<file path="config.mk">
export PLATFORM = sky130hd
export DESIGN_NAME = grid_pixel_gen
export DESIGN_NICKNAME = d
export VERILOG_FILES = /design/src/rtl/grid_pixel_gen.sv
export SDC_FILE = /design/constraint.sdc
export NUM_CORES = 1
export LEC_CHECK = 0
export CORE_MARGIN = 2
export CORE_UTILIZATION = 50
export CTS_CLUSTER_SIZE = 30
export DETAILED_ROUTE_END_ITERATION = 7
export PLACE_DENSITY = 0.78
export SLEW_MARGIN = 10
export SYNTH_ARGS = -nofsm -noshare
export SYNTH_HDL_FRONTEND = slang
export SYNTH_SLANG_ARGS = --single-unit
</file>
<file path="constraint.sdc">
create_clock -name clk -period 4.8 [get_ports clk]
set_clock_uncertainty 0.15 [all_clocks]
set_input_delay 0.96 -clock clk [delete_from_list [all_inputs] [get_ports clk]]
set_output_delay 0.96 -clock clk [all_outputs]
set_load 0.02 [all_outputs]
</file>
<file path="src/rtl/grid_pixel_gen.sv">
// Cell-grid pixel generator: a 2-stage pipeline that composes mouse sprite,
// edit cursor (with frame-based blink), grid lines and glyph pixels into one colour.
module grid_pixel_gen #(
  parameter int CELL_LOG2    = 5,
  parameter int H_W          = 10,
  parameter int V_W          = 9,
  parameter int CW           = 12,
  parameter int BLINK_FRAMES = 30
) (
  input  logic                   clk,
  input  logic                   rst_n,
  input  logic                   valid,
  input  logic                   frame_start,
  input  logic [H_W-1:0]         h_cnt,
  input  logic [V_W-1:0]         v_cnt,
  input  logic                   mouse_en,
  input  logic [CW-1:0]          mouse_pixel,
  input  logic                   word_en,
  input  logic                   word_pixel,
  input  logic                   canvas_pixel,
  input  logic                   editing,
  input  logic [H_W-CELL_LOG2-1:0] edit_x,
  input  logic [V_W-CELL_LOG2-1:0] edit_y,
  input  logic [H_W-1:0]         mouse_x,
  input  logic [V_W-1:0]         mouse_y,
  input  logic [CW-1:0]          grid_color,
  input  logic [CW-1:0]          cursor_color,
  input  logic [CW-1:0]          fg_color,
  output logic [CW-1:0]          pixel_color,
  output logic                   pixel_valid
);

  localparam int XW = H_W - CELL_LOG2;
  localparam int YW = V_W - CELL_LOG2;
  localparam logic [7:0] BLINK_LAST = 8'(BLINK_FRAMES - 1);

  function automatic logic is_edge(input logic [CELL_LOG2-1:0] low);
    return (low == {CELL_LOG2{1'b0}}) || (low == {CELL_LOG2{1'b1}});
  endfunction

  logic            vld_p0, mouse_en_p0, word_en_p0, word_pixel_p0, canvas_p0, editing_p0;
  logic [H_W-1:0]  h_p0;
  logic [V_W-1:0]  v_p0;
  logic [XW-1:0]   edit_x_p0, mouse_cx_p0;
  logic [YW-1:0]   edit_y_p0, mouse_cy_p0;
  logic [CW-1:0]   mouse_pixel_p0, grid_p0, cursor_p0, fg_p0;

  logic [7:0]      frame_cnt;
  logic            blink_on;
  logic            restart;
  logic            border, edit_cell, hover;
  logic [CW-1:0]   color_nxt;

  // Only the cell index of the mouse position matters; its sub-cell bits are dropped.
  logic unused_mouse_low;
  assign unused_mouse_low = ^{mouse_x[CELL_LOG2-1:0], mouse_y[CELL_LOG2-1:0]};

  // Stage 1: capture one coherent sample of every pixel-path input
  always_ff @(posedge clk or negedge rst_n) begin
    if (!rst_n) begin
      vld_p0         <= 1'b0;
      mouse_en_p0    <= 1'b0;
      word_en_p0     <= 1'b0;
      word_pixel_p0  <= 1'b0;
      canvas_p0      <= 1'b0;
      editing_p0     <= 1'b0;
      h_p0           <= '0;
      v_p0           <= '0;
      edit_x_p0      <= '0;
      edit_y_p0      <= '0;
      mouse_cx_p0    <= '0;
      mouse_cy_p0    <= '0;
      mouse_pixel_p0 <= '0;
      grid_p0        <= '0;
      cursor_p0      <= '0;
      fg_p0          <= '0;
    end else begin
      vld_p0         <= valid;
      mouse_en_p0    <= mouse_en;
      word_en_p0     <= word_en;
      word_pixel_p0  <= word_pixel;
      canvas_p0      <= canvas_pixel;
      editing_p0     <= editing;
      h_p0           <= h_cnt;
      v_p0           <= v_cnt;
      edit_x_p0      <= edit_x;
      edit_y_p0      <= edit_y;
      mouse_cx_p0    <= mouse_x[H_W-1:CELL_LOG2];
      mouse_cy_p0    <= mouse_y[V_W-1:CELL_LOG2];
      mouse_pixel_p0 <= mouse_pixel;
      grid_p0        <= grid_color;
      cursor_p0      <= cursor_color;
      fg_p0          <= fg_color;
    end
  end

  // Moving the cursor or entering edit mode restarts the blink in its visible phase.
  assign restart = (edit_x != edit_x_p0) || (edit_y != edit_y_p0) || (editing && !editing_p0);

  always_ff @(posedge clk or negedge rst_n) begin
    if (!rst_n) begin
      frame_cnt <= 8'd0;
      blink_on  <= 1'b1;
    end else if (restart) begin
      frame_cnt <= 8'd0;
      blink_on  <= 1'b1;
    end else if (editing && frame_start) begin
      if (frame_cnt == BLINK_LAST) begin
        frame_cnt <= 8'd0;
        blink_on  <= ~blink_on;
      end else begin
        frame_cnt <= frame_cnt + 8'd1;
      end
    end
  end

  always_comb begin
    border    = is_edge(h_p0[CELL_LOG2-1:0]) || is_edge(v_p0[CELL_LOG2-1:0]);
    edit_cell = (h_p0[H_W-1:CELL_LOG2] == edit_x_p0) && (v_p0[V_W-1:CELL_LOG2] == edit_y_p0);
    hover     = (h_p0[H_W-1:CELL_LOG2] == mouse_cx_p0) && (v_p0[V_W-1:CELL_LOG2] == mouse_cy_p0);
    color_nxt = '0;
    if (!vld_p0) begin
      color_nxt = '0;
    end else if (mouse_en_p0) begin
      color_nxt = mouse_pixel_p0;
    end else if (editing_p0 && edit_cell) begin
      if (border) color_nxt = blink_on ? cursor_p0 : grid_p0;
      else        color_nxt = canvas_p0 ? fg_p0 : '0;
    end else if (border) begin
      color_nxt = (!editing_p0 && hover) ? cursor_p0 : grid_p0;
    end else if (word_en_p0 && word_pixel_p0) begin
      color_nxt = fg_p0;
    end
  end

  // Stage 2: registered outputs
  always_ff @(posedge clk or negedge rst_n) begin
    if (!rst_n) begin
      pixel_color <= '0;
      pixel_valid <= 1'b0;
    end else begin
      pixel_color <= color_nxt;
      pixel_valid <= vld_p0;
    end
  end

endmodule
</file>
## Word-level counts from Yosys, hierarchy flattened

Cells that the tools add are included.

| storage, ports and cells | value |
|---|---|
| register bits after elaboration | 113 |
| latch bits | 0 |
| RAM bits | 0 |
| memory bits (read-only) | 0 |
| input port bits | 104 |
| output and inout bits | 13 |
| memories kept | 0 |

| operators by class | value |
|---|---|
| $add $sub $neg | 1 |
| $mul | 0 |
| divide/modulo/power cells | 0 |
| magnitude comparators | 0 |
| eq/ne operators | 9 |
| shifts and indexed selects | 0 |
| muxes and demuxes | 15 |
| bitwise gates (word level) | 1 |
| reductions and logical operators | 18 |

Operators by type and width:

| operator | count |
|---|---|
| 12-bit two-way mux | 9 |
| 8-bit two-way mux | 3 |
| 5-bit equality test | 2 |
| 5-bit equality test (second input constant) | 2 |
| 5-bit logical NOT | 2 |
| 8-bit by 1-bit adder with 8-bit output (second input constant) | 1 |
| 4-bit equality test | 2 |
| 8-bit by 5-bit equality test with 1-bit output (second input constant) | 1 |
| 1-bit logical AND | 7 |
| 1-bit logical OR | 5 |
| 5-bit inequality test | 1 |
| 4-bit inequality test | 1 |
| 2-bit nonzero test | 2 |
| 1-bit two-way mux | 3 |
| 2-bit AND reduction | 1 |
| 1-bit logical NOT | 1 |
| 1-bit inverter | 1 |

## Depth between registers and ports, before layout

| depth | value |
|---|---|
| depth after elaboration | 8 |
| mapped depth | 7 |
| depth with buffers taken out | 7 |

## Least setup slack after synthesis

No wires, ideal clock.

| timing path | value |
|---|---|
| path type | input to register |
| start | input port edit_x[3] |
| end | register frame_cnt[4] |
| library setup time | 0.078 ns |
| arrival | 2.027 ns |
| data required time | 4.572 ns |
| setup slack | 2.546 ns |
| stages on the path | 5 |
| buffers on the path | 0 |
| cells stage by stage | xnor2_1 > nand4_1 > nor4b_2 > o21ai_0 > a21oi_1 |

| between the ends | value |
|---|---|
| cells in the longest elaborated chain, start to end | 4 |

RTL lines:

| item | RTL line | source |
|---|---|---|
| start: declaration | 22 | `input logic [H_W-CELL_LOG2-1:0] edit_x,` |
| 5-bit inequality test (*) | 98 | `assign restart = (edit_x != edit_x_p0) \|\| (edit_y != edit_y_p0) \|\| (editing && !editing_p0);` |
| 1-bit logical OR (*) (2 in series) | 98 |  |
| 8-bit two-way mux or 2-bit nonzero test (tied branches) | -- |  |
| end signal: assignment | 112 | `frame_cnt <= frame_cnt + 8'd1;` |
| end: declaration | 48 | `logic [7:0] frame_cnt;` |

Mark *: on every way between the ends. The rest lies on a longest branch, timed or not.
A chain may end at the register's enable or synchronous reset.

## Worst setup path in the final report

| timing path | value |
|---|---|
| start | register v_p0[0] |
| end | register pixel_color[1] |

| between the ends | value |
|---|---|
| cells in the longest elaborated chain, start to end | 7 |

RTL lines:

| item | RTL line | source |
|---|---|---|
| start: declaration | 43 | `logic [V_W-1:0] v_p0;` |
| start signal: assignment | 85 | `v_p0 <= v_cnt;` |
| 5-bit equality test or 5-bit logical NOT (tied branches) | 38 | `return (low == {CELL_LOG2{1'b0}}) \|\| (low == {CELL_LOG2{1'b1}});` |
| 1-bit logical OR (*) | 38 |  |
| 1-bit logical OR (*) | 118 | `border = is_edge(h_p0[CELL_LOG2-1:0]) \|\| is_edge(v_p0[CELL_LOG2-1:0]);` |
| 12-bit two-way mux, on equally long branches | 129, 127 |  |
| 12-bit two-way mux (*) | 126 | `end else if (editing_p0 && edit_cell) begin` |
| 12-bit two-way mux (*) | 124 | `end else if (mouse_en_p0) begin` |
| 12-bit two-way mux (*) | 122 | `if (!vld_p0) begin` |
| via color_nxt[1] | 52 | `logic [CW-1:0] color_nxt;` |
| end signal: assignment | 142 | `pixel_color <= color_nxt;` |
| end: declaration | 29 | `output logic [CW-1:0] pixel_color,` |

The timed path passes the listed nets; every way through them passes the cells marked *.

==> impl_metrics.env <==
export IMPL_cts_resized=0
export IMPL_cts_root_buf="clkbuf_8"
export IMPL_clk_path_buf_depth=2
export IMPL_grt_max_degree=70
export IMPL_multiInputGateArea_mm2=0.00149
export IMPL_grt_pass1_wl_mm=17.1
export IMPL_start_util_pct=51.1
export IMPL_synth_edf_count=0
export IMPL_wl_met1_mm=4.18
export IMPL_drt_wl_total_mm=10.3
export IMPL_ios=117
export IMPL_post_cts_buffers=0
export IMPL_firstDrtPassIters=6
export IMPL_cp_num_buf_inv=1
export IMPL_wire_per_inst_um=18.2
export IMPL_synth_mux_area_fraction_pct=6.92
export IMPL_r2r_slack_ns=1.87
export IMPL_routed_wl_met2_mm=5.19
export IMPL_syn_to_final_growth_pct=40.5
export IMPL_drc_errors=0
export IMPL_ant_nets=0
export IMPL_port_buffer_count=106
export IMPL_gp_congestion=0.841
export IMPL_setup_viol=0
export IMPL_power_total_mw=2.54
export IMPL_grt_ovfl_total=0
export IMPL_synth_top_family_by_area="compound AO/OA/AOI/OAI gates"
export IMPL_std_cell_rows=34
export IMPL_final_cell_mix="dfrtp_1 (112), clkdlybuf4s50_1 (105), o21ai_0 (27)"
export IMPL_drive_above_1_share_pct=15.9
export IMPL_antenna_found_initial=0
export IMPL_post_route_period_util_pct=61.0
export IMPL_crit_chain="or4_4 -> mux2i_2 -> nor2_1 -> buf_4 -> a311oi_1 -> a211oi_2"
export IMPL_drv_slew=0
export IMPL_synthArstFlopShare_pct=100
export IMPL_max_freq_ghz=0.342
export IMPL_drt_iter0_markers=127
export IMPL_period_minus_slack_ns=2.93
export IMPL_nNetsFinal=552
export IMPL_n_antenna_cell=0
export IMPL_die_w_um=97.9
export IMPL_cts_tree="done"
export IMPL_grtUsageTotal_pct=23.2
export IMPL_power_density_mw_per_mm2=410
export IMPL_status="complete, no violations"
export IMPL_wl_met3_um=725
export IMPL_final_cell_area_mm2=0.00620
export IMPL_ys_seq_area_share_pct=64.1
export IMPL_leakagePower_nw=2.50
export IMPL_ff_latch_area_mm2=0.00283
export IMPL_ys_types=34
export IMPL_topRoutingLayerUsed="met4"
export IMPL_clk_latency_ns=0.52
export IMPL_synthFlopType="dfrtp_1"
export IMPL_max_slew_margin_pct=24.9
export IMPL_layout_commonest_cell="dfrtp_1"
export IMPL_die_h_um=97.9
export IMPL_crit_type="reg -> reg"
export IMPL_ys_ff_latch=113
export IMPL_mappedNetlistArea_mm2=0.00441
export IMPL_cp_top_family="multiplexers"
export IMPL_fin_setup_tns_ns=0
export IMPL_vias_per_cell=5.64
export IMPL_cts_htree_levels=4
export IMPL_fillCellCount=580
export IMPL_die_area_mm2=0.00959
export IMPL_cts_buffers=17
export IMPL_synth_simple_area_share_pct=5.62
export IMPL_clk_pin_slew_ns=0.06
export IMPL_synth_area_per_cell_um2=13.3
export IMPL_dpl_hpwl_mm=7.23
export IMPL_rsz0062_at_grt="no"
export IMPL_yosys_warnings=0
export IMPL_worst_setup_path_start_kind="flip-flop"
export IMPL_crit_slowest_cell="mux2i_2"
export IMPL_postSynthCellCount=332
export IMPL_cts_hold_buf=0
export IMPL_grt_pass1_vias=3329
export IMPL_worstMarginPinSlew_ns=1.10
export IMPL_endpoint_kind="flip-flop"
export IMPL_synth_nets=438
export IMPL_hold_violations=0
export IMPL_hp_class="in -> async"
export IMPL_cp_arrival_ns=3.16
export IMPL_max_cap_viol_count=0
export IMPL_synth_xor_xnor_area_share_pct=5.56
export IMPL_vias=3199
export IMPL_coreArea_mm2=0.00864
export IMPL_crit_required_ns=5.04
export IMPL_crit_path_max_incr_delay_ns=0.87
export IMPL_cts_sinks=113
export IMPL_whs_ns=0.354
export IMPL_synth_fa_ha_area_share_pct=0.567
export IMPL_dpl_cell_area_mm2=0.00558
export IMPL_cp_max_fo=25
export IMPL_synth_compound_area_share_pct=15.1
export IMPL_max_vdd_ir_drop_v=0.000265
## cells in the mapped netlist (2+ instances only)
| library cell | count | area [um^2] |
|---|---|---|
| nand2b_1 | 3 | 18.8 |
| a21oi_1 | 20 | 100 |
| o21ai_0 | 27 | 135 |
| nor4_1 | 2 | 12.5 |
| or4_4 | 2 | 22.5 |
| a311oi_1 | 12 | 105 |
| xnor2_1 | 26 | 228 |
| xor2_1 | 2 | 17.5 |
| nand4_1 | 9 | 56.3 |
| nand3_1 | 4 | 20.0 |
| mux2_2 | 14 | 158 |
| clkbuf_1 | 11 | 41.3 |
| buf_4 | 4 | 30.0 |
| o21ai_1 | 14 | 70.1 |
| nand2_1 | 3 | 11.3 |
| or4_1 | 3 | 22.5 |
| ha_1 | 2 | 25.0 |
| a211oi_2 | 12 | 150 |
| mux2i_1 | 12 | 120 |
| a31oi_1 | 13 | 81.3 |
| inv_1 | 4 | 15.0 |
| or3_1 | 4 | 25.0 |
| o31ai_1 | 3 | 22.5 |
| nor3_1 | 2 | 10.0 |
| nor2_1 | 3 | 11.3 |
| mux2i_2 | 2 | 27.5 |
| dfrtp_1 | 112 | 2800 |
## metal layers
| layer | up-vias | global-route usage (%) |
|---|---|---|
| met5 | - | 0 |
| met1 | 1565 | 29.4 |
| met4 | 0 | 8.76 |
| li1 | 1464 | - |
| met2 | 146 | 37.8 |
| met3 | 24 | 7.37 |
## logic make-up after synthesis
group / after synthesis
flip-flops: 113
AND/OR/NAND/NOR: 39
multiplexers: 28
XOR/XNOR: 28
buffers and inverters: 21
adder cells (fa/ha/maj): 2
AO/OA/AOI/OAI: 101
## report_power, final
part           internal, mW  switching [mW]  total (mW)
Combinational         0.116          0.0862       0.202
Sequential             1.00          0.0283        1.03
Clock                 0.852           0.460        1.31
## sequential cells by signal, indices dropped and copies added, names as in the netlist, 5 cells and up
signal and flops:
fg_p0 12, cursor_p0 12, h_p0 10, frame_cnt 8, pixel_color 12, mouse_cx_p0 5
grid_p0 12, v_p0 9, edit_x_p0 5, mouse_pixel_p0 12
## through the flow
step                util (%)  std cells  setup WS, ns
floorplan                  -        332          2.55
global placement        64.6        535          1.83
finish                  71.8        567          1.87
global route            71.8        567          1.60
CTS                     71.8        567          1.84
detailed placement      64.6        535          1.70
## path summary, 6_finish.rpt
path	startpoint	to	cells past startpoint
max	v_p0[0]$_DFF_PN0_	pixel_color[1]$_DFF_PN0_	6
min reg2reg	frame_cnt[7]$_DFFE_PN0P_	frame_cnt[7]$_DFFE_PN0P_	2
min	rst_n	mouse_cy_p0[0]$_DFF_PN0_	2
max reg2reg	v_p0[0]$_DFF_PN0_	pixel_color[1]$_DFF_PN0_	6
max in group asynchronous	rst_n	cursor_p0[4]$_DFF_PN0_	2
min in group clk	frame_cnt[7]$_DFFE_PN0P_	frame_cnt[7]$_DFFE_PN0P_	2
## final cells by class
cell class	count	area share, %
flip-flops and latches	113	45.6
well taps	108	2.18
clock inverters	14	3.29
repair buffers	112	17.8
multi-input cells	198	24.1
inverters	4	0.242
clock buffers	18	6.74
Power figures use the tool's default switching activity.
